<file path="config.mk">
export PLATFORM = sky130hd
export DESIGN_NAME = nand_gate
export DESIGN_NICKNAME = d
export VERILOG_FILES = /design/src/rtl/nand_gate_pkg.sv /design/src/rtl/nand_gate_cell.sv /design/src/rtl/nand_gate.sv
export SDC_FILE = /design/constraint.sdc
export NUM_CORES = 1
export LEC_CHECK = 0
export CAP_MARGIN = 15
export CORE_MARGIN = 3
export CORE_UTILIZATION = 23
export DETAILED_ROUTE_END_ITERATION = 10
export SYNTH_ARGS = -nofsm -noshare
export SYNTH_HDL_FRONTEND = slang
export SYNTH_SLANG_ARGS = --single-unit
</file>
<file path="constraint.sdc">
create_clock -name clk -period 1.5 [get_ports clk]
set_input_delay 0.45 -clock clk [delete_from_list [all_inputs] [get_ports clk]]
set_output_delay 0.45 -clock clk [all_outputs]
set_load 0.01 [all_outputs]
</file>
<file path="src/rtl/nand_gate_pkg.sv">
// Shared definitions for the NAND gate block: the per-bit NAND expression
// and the reset value of the registered output.
package nand_gate_pkg;

  // Widest vector the reset constant covers.
  localparam int MAX_W = 64;

  // Reset value of y_q: the NAND of two zero operands, i.e. all ones.
  localparam logic [MAX_W-1:0] RST_Y = '1;

  function automatic logic nand_bit(input logic a, input logic b);
    return ~(a & b);
  endfunction

endpackage

</file>
<file path="src/rtl/nand_gate_cell.sv">
// Single-bit combinational NAND.
// It is replicated once per bit of the vector gate.
module nand_cell
  import nand_gate_pkg::*;
(
  input  logic a,
  input  logic b,
  output logic y
);

  assign y = nand_bit(a, b);

endmodule

</file>
<file path="src/rtl/nand_gate.sv">
// Bitwise NAND with a zero-latency combinational output.
// It also holds a registered copy of the result and a saturating count of cycles in which that copy changed.
module nand_gate
  import nand_gate_pkg::*;
#(
  parameter int WIDTH = 1,
  parameter int CNT_W = 8
) (
  input  logic             clk,
  input  logic             rst,
  input  logic [WIDTH-1:0] a,
  input  logic [WIDTH-1:0] b,
  input  logic             en,
  output logic [WIDTH-1:0] y,
  output logic [WIDTH-1:0] y_q,
  output logic [CNT_W-1:0] tgl_cnt
);

  localparam logic [CNT_W-1:0] CNT_MAX = '1;

  logic [WIDTH-1:0] y_q_reg;
  logic [WIDTH-1:0] y_q_next;
  logic [CNT_W-1:0] tgl_cnt_reg;
  logic [CNT_W-1:0] tgl_cnt_next;

  // y has no path through clk, rst or en, so the block works as a bare gate.
  generate
    for (genvar gi = 0; gi < WIDTH; gi++) begin : g_cell
      nand_cell u_cell (
        .a (a[gi]),
        .b (b[gi]),
        .y (y[gi])
      );
    end
  endgenerate

  // The counter advances at most once per cycle, however many bits change.
  // It stops at its maximum value and does not wrap.
  always_comb begin
    y_q_next     = y_q_reg;
    tgl_cnt_next = tgl_cnt_reg;
    if (en) begin
      y_q_next = y;
      if ((y != y_q_reg) && (tgl_cnt_reg != CNT_MAX)) begin
        tgl_cnt_next = tgl_cnt_reg + CNT_W'(1);
      end
    end
  end

  always_ff @(posedge clk) begin
    if (rst) begin
      y_q_reg     <= RST_Y[WIDTH-1:0];
      tgl_cnt_reg <= '0;
    end else begin
      y_q_reg     <= y_q_next;
      tgl_cnt_reg <= tgl_cnt_next;
    end
  end

  assign y_q     = y_q_reg;
  assign tgl_cnt = tgl_cnt_reg;

endmodule

</file>
## Word level (Yosys, flattened, before mapping)

Index checks and enable logic that the tools add are counted.

- Input bits: 5
- Output and inout bits: 10
- Bits in registers: 9

- Add/subtract/negate cells: 1
- Bitwise logic cells: 2
- Reductions and logical operators: 2
- Equality and inequality tests: 2

Operators with widths:

| operator | number |
|---|---|
| $add 8x1->8 const B | 1 |
| $ne 8x8->1 const B | 1 |
| $reduce_and 2->1 | 1 |
| $and 1x1->1 | 1 |
| $logic_and 1x1->1 | 1 |
| $ne 1x1->1 | 1 |
| $not 1->1 | 1 |

## Longest topological paths before layout

Gate-level depths: netlist (run 1).

- Depth after elaboration: 5
- Depth in mapped cells: 6
- Depth with buffers taken out: 5

## Modules after synthesis

A second synthesis (run 1) with hierarchy kept.

- Cells, all modules: 47
- Area, all modules: 420.4 um^2

Modules (own cells, without submodules):

| module | seq. area each (um^2) | times used | area an instance (um^2) | cells an instance |
|---|---|---|---|---|
| nand_gate | 180.2 | 1 | 416.6 | 46 |
| nand_cell | 0.0 | 1 | 3.8 | 1 |

## Least setup slack after synthesis (run 1)

Ideal clock, no wire load.

- Path kind: reg2reg
- From: reg tgl_cnt_reg[0], in the netlist tgl_cnt[0]
- To: reg tgl_cnt_reg[2], in the netlist tgl_cnt[2]
- Buffers on the path: 1
- Clock period less this slack: 1.400 ns
- Arrival time: 1.264 ns
- Cell stages (with the launch flop): 7
- Data required time: 1.365 ns
- Slack: 0.100 ns
- Cell sequence: dfxtp_1 ha_1 nand3_1 nor2_1 buf_2 o311ai_0 o41ai_1

- Longest elaborated chain between the ends: 3
- Elaborated cells between the ends (all ways): 4

RTL lines:

| element | line | RTL |
|---|---|---|
| from (decl) | nand_gate.sv:23 | `logic [CNT_W-1:0] tgl_cnt_reg;` |
| from (signal assigned) | nand_gate.sv:56 | `tgl_cnt_reg <= tgl_cnt_next;` |
| parallel branches: the longest is 3 deep, another holds $add 8x1->8 | - |  |

Several ways; the timed one is not identified.
A chain may end at the register's enable or synchronous reset.

## Final worst setup path (run 1)

- From: reg tgl_cnt_reg[0], in the netlist tgl_cnt[0]
- To: out tgl_cnt[0]

RTL lines:

| element | line | RTL |
|---|---|---|
| to (decl) | nand_gate.sv:16 | `output logic [CNT_W-1:0] tgl_cnt` |

No word-level cell between the ends.

==> results.toml, run 1 <==
[floorplanning]
core_area_mm2 = 0.00180
initial_core_util = 0.256
fp.dieH_um = 50.8
chipWidth_um = 50.8
num_io_pins = 15
dieArea_mm2 = 0.00258
rows = 15

[finish]
largest_reg_flops = 8
utilization = 0.403
fin_nets = 85
syn_to_final_growth_pct = 57.5
drive_above_1_share = 0.295
seq_area_um2 = 184
antennaDiodeCount = 0
fillers = 207
multi_input_area_um2 = 277

[pwr]
power_leakage_nw = 0.285
ir_drop_v = 0.000482
pwr_density_cell_mw_per_mm2 = 675

[sta]
finalHoldViolCount = 0
relSlewSlack = 0.787
fin_hold_ws_ns = 0.514
rsz0062_at_grt = "true"
period_needed_ns = 1.45
post-route-period-util = 0.965
fin_setup_tns_ns = 0
slew_viol_final = 0
worst_pin_slew_ns = 0.315
fin_skew_ns = 0.00129
fmax_ghz = 0.691
setup_violations = 0

[critical_path]
critical_path_arrival_ns = 1.00
worstSetupPathType = "reg -> out"
cp.required_ns = 1.05
cp_slowest_cell = "dfxtp_2"
path_max_fanout = 5
cp-end-kind = "output port"
r2r_end = "tgl_cnt[6]$_SDFFE_PP0P_"
crit_path_cell_trace = "buf_4 -> dlygate4sd2_1"
startpoint_type = "register"
timing.rr.start = "tgl_cnt[0]$_SDFFE_PP0P_"
max_stage_delay_ns = 0.34
r2r_slack_ns = 0.07
r2r_cells = 5

[worst_hold_path]
hold_class = "reg -> reg"
hold_depth = 2
holdCritStartpoint = "tgl_cnt[6]$_SDFFE_PP0P_"
holdPathEnd = "tgl_cnt[6]$_SDFFE_PP0P_"

[grt]
grt_pass1_wl_mm = 1.88
overflow = 0
grt_pass1_vias = 428
antenna_found_initial = 0
track_usage = 0.0985
grt_max_degree = 13

[clocking]
clkTransAtPathRegs_ns = 0.06
htree_levels = 1
root_buffer = "clkbuf_4"
postCtsSetupBuffers = 0
cts_buffers = 3
clock_sinks = 9
clkLatencyLatePin_ns = 0.26
clockBufferDepth = 2
cts_tree = "done"

[synthesis]
synth_top_area_share = 0.390
netlist_area_um2 = 462
synth-async-reset-ratio = 0
synth_edf_count = 0
syn-num-nets = 59
synth_ff_type = "dfxtp_1"
synth_seq_area_share = 0.390
synth_warnings = 0
yosysMostFrequentCell = "dfxtp_1"
synth_cells = 53
postSynthAreaPerCell_um2 = 8.71
ys_top_cells_by_area = "dfxtp_1, a21oi_1, o31ai_1"
synthDistinctLibCells = 22
synth_commonest_cells = "dfxtp_1, a21oi_1, nand2_1, nand3_1, o21ai_0"
synth-seq-cells = 9
yosysTopAreaCell = "dfxtp_1"

[drt]
via_per_inst = 5.00
drt_iter0_drc = 20
first_pass_iters = 4
totalWireLength_mm = 1.21
num_vias = 515
wl_per_cell_um = 11.7
remaining_drc_errors = 0
ant_nets = 0

[placed_design]
place.gp.congestion = 0.712
place_hpwl_um = 924
port_buffers = 14

[flow_run]
drv_cap = 0

[status]
status = "finished, final reports clean"
## metal layers
layer  GRT usage  routed length, um
met2       0.152                551
met1       0.116                565
met4      0.0269                 12
met3      0.0564                 79
met5           0                  0
## logic make-up (layout without fill, tap and decap cells)
| kind of cell | Yosys count | count (layout) | synth area share |
|---|---|---|---|
| AND/OR/NAND/NOR | 19 | 19 | 0.249 |
| adder cells (fa/ha/maj) | 1 | 1 | 0.0271 |
| flip-flops | 9 | 9 | 0.390 |
| AO/OA/AOI/OAI | 20 | 20 | 0.290 |
| buffers and inverters | 4 | 29 | 0.0434 |
## layout make-up
class,count,share of cell area
Inverter,2,0.0103
Clock buffer,4,0.0361
Sequential cell,9,0.253
Tap cell,25,0.0430
Multi-Input combinational cell,40,0.380
Timing Repair Buffer,23,0.277
## stage by stage
stage	setup WS, ns	cell area (um^2)	total power, mW	cells
5_1_grt	-0.00652	727	0.515	103
4_1_cts	0.00793	722	0.496	103
6_report	0.0524	727	0.491	103
3_5_place_dp	-0.518	701	0.313	99
2_1_floorplan	0.100	462	0.272	53
3_3_place_gp	-0.486	701	0.312	99
## what timing repair did
action	4_1_cts	5_1_grt
gates resized for setup	19	7
hold buffers	0	0
pin swaps	1	1
endpoints found under the setup margin	18	6
## cell usage in the layout, fill, tap and decap left out, types with 2 or more instances in the layout
cell,Yosys,final
inv_1,2,2
dfxtp_2,0,3
or3_1,3,3
dlygate4sd2_1,0,10
nand2_1,4,4
buf_4,1,7
o31ai_1,3,3
nand3_1,4,3
dfxtp_1,9,6
or4_1,3,3
o41ai_1,2,2
a21oi_1,7,7
o21ai_0,4,4
clkbuf_2,0,2
clkbuf_4,0,3
## worst max-delay path, delay by kind of cell (launching register included)
kind / cells / cell delay, ns
buffers and inverters: 2 / 0.40
flip-flops: 1 / 0.34
## how the worst max path moves through the flow
stage,end,slack [ns],from
floorplan,tgl_cnt[2]$_SDFFE_PP0P_,0.10,tgl_cnt[0]$_SDFFE_PP0P_
global placement,y,-0.49,a
detailed placement,y,-0.52,a
CTS,y,0.008,a
global route,tgl_cnt[5]$_SDFFE_PP0P_,-0.007,a
finish,tgl_cnt[0],0.05,tgl_cnt[0]$_SDFFE_PP0P_
## power by group
| part | internal, mW | total, mW | leakage, nW | switching [mW] |
|---|---|---|---|---|
| registers | 0.243 | 0.246 | 0.0742 | 0.00375 |
| logic | 0.0304 | 0.0557 | 0.195 | 0.0253 |
| clock network | 0.103 | 0.189 | 0.0150 | 0.0861 |
Power figures use the tool's default switching activity.
==> inputs of run 2 (changes only) <==
Settings changed: CORE_AREA set to 3 3 40 42, CORE_MARGIN 3 to not set, CORE_UTILIZATION 23 to not set, DIE_AREA set to 0 0 43 45.
==> results.toml, run 2 (synthesized netlist as in run 1, its figures left out) <==
[clocking]
postCtsSetupBuffers = 0
clkLatencyLatePin_ns = 0.27
cts_buffers = 3
clock_sinks = 9
ctsHoldBuffers = 0
clockBufferDepth = 2
root_buffer = "clkbuf_4"
htree_levels = 1
cts_tree = "done"
clkTransAtPathRegs_ns = 0.06

[critical_path]
startpoint_type = "register"
path_max_fanout = 7
worstSetupPathType = "reg -> reg"
critical_path_arrival_ns = 1.65
cp.required_ns = 1.71
cp-end-kind = "register"

[sta]
post-route-period-util = 0.963
rsz0062_at_grt = "true"
fin_hold_ws_ns = 0.494
relSlewSlack = 0.789
period_needed_ns = 1.44
worst_pin_slew_ns = 0.314
fin_skew_ns = 0.00776
slew_viol_final = 0
finalHoldViolCount = 0
fmax_ghz = 0.692
setup_violations = 0

[finish]
syn_to_final_growth_pct = 56.9
drive_above_1_share = 0.333
finalNonFillerCells = 96
antennaDiodeCount = 0
layout_common_cells = "dlygate4sd2_1, buf_4, dfxtp_1"
fin_nets = 88
largest_reg_flops = 8

[floorplanning]
core_area_mm2 = 0.00128
dieArea_mm2 = 0.00194
initial_core_util = 0.359
chipWidth_um = 43
fp.dieH_um = 45
rows = 13
num_io_pins = 15

[status]
status = "finished, final reports clean"

[grt]
antenna_found_initial = 0
track_usage = 0.160
grt_max_degree = 8
grt_pass1_wl_mm = 2.29
grt_pass1_vias = 554
overflow = 0

[drt]
via_per_inst = 5.53
remaining_drc_errors = 0
drt_iter0_drc = 2
num_vias = 531
ant_nets = 0
wl_per_cell_um = 13.5
first_pass_iters = 4
totalWireLength_mm = 1.30

[placed_design]
place.gp.congestion = 0.746
place_hpwl_mm = 1.02
port_buffers = 14
placed_cells = 92

[flow_run]
drv_cap = 0

[worst_hold_path]
hold_class = "reg -> reg"

[pwr]
ir_drop_v = 0.000430
pwr_density_cell_mw_per_mm2 = 675
power_leakage_nw = 0.297
## run 2: worst max-delay path, cell delays in order, from the launching register on
cell,delay [ns]
dfxtp_2,0.32
ha_2,0.18
nand3_1,0.07
nor2_1,0.05
buf_4,0.16
or4_4,0.51
a21oi_2,0.11
## run 2: path summary, 6_finish.rpt
kind	startpoint	endpoint	slack (ns)	cells after the start
max	tgl_cnt[0]$_SDFFE_PP0P_	tgl_cnt[4]$_SDFFE_PP0P_	0.06	6
min reg2reg	tgl_cnt[6]$_SDFFE_PP0P_	tgl_cnt[6]$_SDFFE_PP0P_	0.49	2
min	tgl_cnt[6]$_SDFFE_PP0P_	tgl_cnt[6]$_SDFFE_PP0P_	0.49	2
max reg2reg	tgl_cnt[0]$_SDFFE_PP0P_	tgl_cnt[4]$_SDFFE_PP0P_	0.06	6
## run 2: what timing repair did
| item | in CTS | in global routing |
|---|---|---|
| cloned | 0 | 0 |
| pin swaps | 0 | 2 |
| endpoints found under the setup margin | 18 | 4 |
| gates resized for setup | 19 | 7 |
## run 2: final cells by class
class,count,area [um^2]
inverter,2,7.51
clock buffer,4,26.3
timing repair buffer,26,210
sequential,9,183
multi-input combinational,40,279
fill,125,561
tap,15,18.8
## run 2: report_power, final
part | leakage [nW] | total, mW | switching [mW] | internal [mW]
registers | 0.0737 | 0.245 | 0.00234 | 0.243
logic | 0.208 | 0.0531 | 0.0262 | 0.0268
clock network | 0.0150 | 0.191 | 0.0881 | 0.103
## run 2: metal layers
metal,GRT usage,routed length (um)
met5,0,0
met4,0.0904,42
met3,0.0598,53
met2,0.281,692
met1,0.165,507
## run 2: per-stage QoR
step                TNS [ns]  worst slack [ns]  total power, mW   util  cell area (um^2)
finish                     0            0.0553            0.489  0.564               724
global route         -0.0102           -0.0102            0.519  0.564               724
CTS                        0            0.0121            0.499  0.559               718
detailed placement     -4.02            -0.504            0.308  0.543               698
global placement       -3.74            -0.483            0.308  0.543               698
floorplan                  0             0.100            0.272      -               462
==> inputs of run 3 (changes only) <==
Settings changed: CAP_MARGIN 15 to 20, SKIP_LAST_GASP set to 1.
==> results of run 3 <==
Same layout as run 2: the final DEF is identical, and so are final timing and power.
Among the figures that moved: number of gates resized after CTS 19 -> 17
